## src/rtl/pipeline_hazard_ctrl.sv

```systemverilog
// Stall/flush sequencer for the 5-stage RV32IM pipeline.
// Drives register enables/bubbles, counts stall cycles, watches MUL/DIV.
module pipeline_hazard_ctrl #(
    parameter int MDU_MAX_CYCLES = 40,
    parameter int CNT_WIDTH      = 32
) (
    input  logic                 CLK,
    input  logic                 RESET,
    input  logic                 IMEM_BUSYWAIT,
    input  logic                 DMEM_BUSYWAIT,
    input  logic                 MEM_READ_EN_IDEX,
    input  logic [4:0]           REG_WRITE_ADDR_IDEX,
    input  logic [4:0]           RS1_ADDR_IFID,
    input  logic [4:0]           RS2_ADDR_IFID,
    input  logic                 RS1_USED_ID,
    input  logic                 RS2_USED_ID,
    input  logic                 BRANCH_TAKEN_EX,
    input  logic                 MDU_START_EX,
    input  logic                 MDU_DONE,
    output logic                 PC_EN,
    output logic                 IFID_EN,
    output logic                 IDEX_EN,
    output logic                 EXMEM_EN,
    output logic                 MEMWB_EN,
    output logic                 IFID_FLUSH,
    output logic                 IDEX_FLUSH,
    output logic                 EXMEM_FLUSH,
    output logic [CNT_WIDTH-1:0] STALL_COUNT,
    output logic                 MDU_TIMEOUT
);

    localparam int WD_W = $clog2(MDU_MAX_CYCLES + 1);

    typedef enum logic {
        RUN,
        MDU_WAIT
    } state_t;

    state_t          state;
    state_t          state_nxt;
    logic [WD_W-1:0] wd;
    logic [WD_W-1:0] wd_nxt;
    logic            timeout_set;
    logic            load_use;
    logic            wd_last;

    assign load_use = MEM_READ_EN_IDEX && (REG_WRITE_ADDR_IDEX != 5'd0) &&
                      ((RS1_USED_ID && (RS1_ADDR_IFID == REG_WRITE_ADDR_IDEX)) ||
                       (RS2_USED_ID && (RS2_ADDR_IFID == REG_WRITE_ADDR_IDEX)));

    assign wd_last = (wd == WD_W'(MDU_MAX_CYCLES - 1));

    always_comb begin
        PC_EN       = 1'b0;
        IFID_EN     = 1'b0;
        IDEX_EN     = 1'b0;
        EXMEM_EN    = 1'b0;
        MEMWB_EN    = 1'b0;
        IFID_FLUSH  = 1'b0;
        IDEX_FLUSH  = 1'b0;
        EXMEM_FLUSH = 1'b0;
        state_nxt   = state;
        wd_nxt      = wd;
        timeout_set = 1'b0;
        if (!RESET) begin
            state_nxt = RUN;
        end else if (DMEM_BUSYWAIT) begin
            // whole pipe frozen; FSM and watchdog hold
        end else if (state == MDU_WAIT && !MDU_DONE) begin
            if (wd_last) begin
                {PC_EN, IFID_EN, IDEX_EN, EXMEM_EN, MEMWB_EN} = 5'b11111;
                timeout_set = 1'b1;
                state_nxt   = RUN;
                wd_nxt      = '0;
            end else begin
                EXMEM_EN    = 1'b1;
                EXMEM_FLUSH = 1'b1;
                MEMWB_EN    = 1'b1;
                wd_nxt      = wd + WD_W'(1);
            end
        end else if (state == MDU_WAIT) begin
            {PC_EN, IFID_EN, IDEX_EN, EXMEM_EN, MEMWB_EN} = 5'b11111;
            state_nxt = RUN;
            wd_nxt    = '0;
        end else if (BRANCH_TAKEN_EX) begin
            {PC_EN, IFID_EN, IDEX_EN, EXMEM_EN, MEMWB_EN} = 5'b11111;
            IFID_FLUSH = 1'b1;
            IDEX_FLUSH = 1'b1;
        end else if (MDU_START_EX) begin
            EXMEM_EN    = 1'b1;
            EXMEM_FLUSH = 1'b1;
            MEMWB_EN    = 1'b1;
            state_nxt   = MDU_WAIT;
            wd_nxt      = WD_W'(1);
        end else if (load_use) begin
            IDEX_EN    = 1'b1;
            IDEX_FLUSH = 1'b1;
            EXMEM_EN   = 1'b1;
            MEMWB_EN   = 1'b1;
        end else if (IMEM_BUSYWAIT) begin
            {IFID_EN, IDEX_EN, EXMEM_EN, MEMWB_EN} = 4'b1111;
            IFID_FLUSH = 1'b1;
        end else begin
            {PC_EN, IFID_EN, IDEX_EN, EXMEM_EN, MEMWB_EN} = 5'b11111;
        end
    end

    always_ff @(posedge CLK) begin
        if (!RESET) begin
            state       <= RUN;
            wd          <= '0;
            STALL_COUNT <= '0;
            MDU_TIMEOUT <= 1'b0;
        end else begin
            state <= state_nxt;
            wd    <= wd_nxt;
            if (timeout_set) begin
                MDU_TIMEOUT <= 1'b1;
            end
            if (!PC_EN && (STALL_COUNT != '1)) begin
                STALL_COUNT <= STALL_COUNT + CNT_WIDTH'(1);
            end
        end
    end

endmodule

```

## config.mk

```make
export PLATFORM = sky130hd
export DESIGN_NAME = pipeline_hazard_ctrl
export DESIGN_NICKNAME = d
export VERILOG_FILES = /design/src/rtl/pipeline_hazard_ctrl.sv
export SDC_FILE = /design/constraint.sdc
export NUM_CORES = 1
export LEC_CHECK = 0
export CAP_MARGIN = 15
export CORE_MARGIN = 5
export CORE_UTILIZATION = 40
export CTS_BUF_LIST = sky130_fd_sc_hd__clkbuf_2
export CTS_CLUSTER_SIZE = 10
export DETAILED_ROUTE_END_ITERATION = 7
export PLACE_DENSITY_LB_ADDON = 0.05
export SLEW_MARGIN = 20
export SYNTH_ARGS = -nofsm -noshare
export SYNTH_HDL_FRONTEND = slang
export SYNTH_SLANG_ARGS = --single-unit
```

## constraint.sdc

```tcl
create_clock -name CLK -period 3.4 [get_ports CLK]
set_input_delay 0.51 -clock CLK [delete_from_list [all_inputs] [get_ports CLK]]
set_output_delay 0.51 -clock CLK [all_outputs]
set_load 0.01 [all_outputs]
```

==> qor.csv <==
stage,metric,value,unit
clock_tree,clk_pin_slew_worst_paths,0.21,ns
worst_hold_path,worstHoldStart,wd[5]$_SDFFE_PN0P_,
clock_tree,cts_hold_buf,0,
die,initial_utilization,40.67,%
sta,holdWs,0.5019,ns
global_route,antenna_found_initial,0,
placement,gp_congestion,0.7489,
critical_path,critPathMaxFanout,3,
sta,timing.fmax,308.6,MHz
clock_tree,postCtsSetupRepairBufs,0,
clock_tree,cts_resized,0,
power,p_leak,0.0009468,uW
global_route,grt_util_all_layers,16.00,%
critical_path,required,2.89,ns
worst_hold_path,hold_depth,2,
detailed_routing,wl_per_cell,13.60,um
die,io-pin-count,66,
critical_path,worstReg2RegEnd,STALL_COUNT[7]$_SDFFE_PN0P_,
sta,setup_viol,0,
worst_hold_path,hold_end,wd[5]$_SDFFE_PN0P_,
die,die_area,7117,um2
critical_path,crit_path_top_delay_cell,clkdlybuf4s50_1,
synthesis,yosysWarningCount,0,
synthesis,ys_ff_latch,40,
synthesis,synth_cell_type_count,43,
clock_tree,cts_sinks,40,
sta,tightest_slew,0.8388,ns
critical_path,r2r_slack,0.69,ns
placement,io_buffers,65,
worst_hold_path,hp-class,reg -> reg,
global_route,grt_max_degree,59,
final_layout,nets,365,
synthesis,synth_flop_cell,dfxtp_1,
detailed_routing,viasPerCell,5.375,
synthesis,netlist_top_cells_count,"dfxtp_1 (40), a21oi_1 (35), nand2_1 (21), or3_1 (21), nor2_1 (18)",
final_layout,antenna_cells,0,
global_route,grt_pass1_vias,2115,
sta,slew_headroom,44.08,%
detailed_routing,first_pass_iters,5,
clock_tree,cts_tree,built,
synthesis,yosys.area.top_type_share,36.20,%
clock_tree,cts_max_level,2,
critical_path,arrival,2.73,ns
final_layout,syn2layout_area_growth,32.41,%
critical_path,worstSetupStartpointType,input pin,
synthesis,syn-num-nets,305,
synthesis,yosysTopAreaCell,dfxtp_1,
final_layout,finalCoreUtilization,53.85,%
detailed_routing,vias,2209,
critical_path,cp_slowest_stage_delay,0.56,ns
critical_path,r2r_cells,7,
clock_tree,clk_latency,0.41,ns
detailed_routing,wirelength,5.588,mm
synthesis,seq_area_frac_synth,36.20,%
critical_path,criticalPathCategory,in -> out,
critical_path,worstPathCellList,"clkdlybuf4s50_1, or4_1, o21a_1, a21oi_1, a21oi_1, nor3_1, clkdlybuf4s50_1",
sta,min_period_over_period,95.30,%
die,die_w,84.37,um
detailed_routing,drtIter0Drc,109,
power,powerDensity,280.1,nW/um2
global_route,grt_pass1_wl,9.528,mm
synthesis,yosys-top-cells-area,"dfxtp_1 (36%), a21oi_1 (7.9%), or3_1 (5.9%)",
status,outcome,"complete, no violations",
sta,finalHoldViolCount,0,
final_layout,fill_cells,542,
synthesis,synth_most_common_cell,dfxtp_1,
detailed_routing,antenna_left,0,
global_route,grt_remaining_overflow,0,
synthesis,avgSynthCellArea,7.957,um2
synthesis,syn_inst,278,
clock_tree,clockRootBuffer,clkbuf_2,
synthesis,syn-cell-area,2212,um2
detailed_routing,drc,0,
clock_tree,cts_inserted_buffers,5,
sta,rsz0062_at_grt,no,
die,fp.coreArea,5439,um2
die,fp.dieH,84.37,um
sta,fin_skew,0.03239,ns
run,maxCapViolCount,0,
sta,final-max-slew-violation-count,0,
clock_tree,cts_buffer_depth,2,
synthesis,async_reset_ff_share,0,%
power,vdd_drop_max,0.0002125,V
critical_path,reg2reg_from,STALL_COUNT[19]$_SDFFE_PN0P_,
sta,layout_min_cycle_time,3.240,ns
synthesis,synth_edf_count,0,
die,row_count,27,
sta,setup-tns-final,0,ns
placement,place_hpwl,4.033,mm
critical_path,end_kind,output pin,
final_layout,drive_gt1_share,4.425,%
placed cells by master (no fill, tap or decap), drive strengths merged, types with 5 or more instances in the layout:
cell type      netlist  final
clkdlybuf4s50        0     65
dfxtp               40     40
a21oi               35     35
o21ai               24     24
nand2               21     21
or3                 21     21
nor2                18     18
nand3               16     16
nand4               13     13
xnor2               12     12
and3                 9      9
or4                  8      8
o31ai                7      7
clkbuf               6      5
inv                  4      5
worst max-delay path: cells and delay by family:
family / cells / cell delay, ns
AND/OR/NAND/NOR: 2 / 0.68
buffers and inverters: 2 / 1.02
AO/OA/AOI/OAI: 3 / 0.52
registers in the layout (all words and copies together) (netlist names):
signal,cells
wd,6
state,1
MDU_TIMEOUT,1
STALL_COUNT,32
metal layers:
layer  track usage, %  up-vias  routed length, um
met5                0        -                  0
met3            4.220        6                251
met4            4.173        0                 65
met2            27.04       36               2700
li1                 -     1152                  -
met1            20.25     1015               2570
worst max-delay path by stage:
stage	startpoint	end	slack (ns)
after global routing	REG_WRITE_ADDR_IDEX[1]	IFID_FLUSH	0.01
final	REG_WRITE_ADDR_IDEX[1]	IFID_FLUSH	0.16
after global placement	REG_WRITE_ADDR_IDEX[1]	IFID_FLUSH	0.18
after detailed placement	REG_WRITE_ADDR_IDEX[1]	IFID_FLUSH	0.16
after floorplan	REG_WRITE_ADDR_IDEX[1]	IFID_FLUSH	1.15
after CTS	REG_WRITE_ADDR_IDEX[1]	IFID_FLUSH	0.16
cell type report:
type                            instances  area (um2)  share of cell area (%)
Clock buffer                            5       25.02                  0.8543
Clock inverter                          3       17.52                  0.5980
Inverter                                4       15.01                  0.5126
Multi-Input combinational cell        219        1308                   44.64
Sequential cell                        40       800.8                   27.34
Tap cell                               72       90.09                   3.076
Timing Repair Buffer                   68       673.1                   22.98
per-stage QoR:
step                total power [uW]  cells  setup slack, ns  area, um2
global placement               614.5    403           0.1818       2887
CTS                            837.3    411           0.1572       2929
detailed placement             614.8    403           0.1632       2887
finish                         820.3    411           0.1599       2929
global route                   863.8    411          0.01455       2929
floorplan                      556.0    278            1.149       2212
kinds of logic after synthesis:
group / Yosys count / share of synthesized area [%]
AND/OR/NAND/NOR: 125 / 31.84
flip-flops: 40 / 36.20
AO/OA/AOI/OAI: 76 / 19.68
XOR/XNOR: 14 / 5.543
adder cells (fa/ha/maj): 2 / 1.131
multiplexers: 2 / 0.9050
buffers and inverters: 19 / 4.694
power by group:
group / leakage [uW] / internal [uW] / switching, uW
sequential: 0.000323 / 476 / 7.04
combinational: 0.000593 / 62.5 / 59.9
clock: 0.0000308 / 50.1 / 165
total: 0.000947 / 588 / 232
Power figures use the tool's default switching activity.
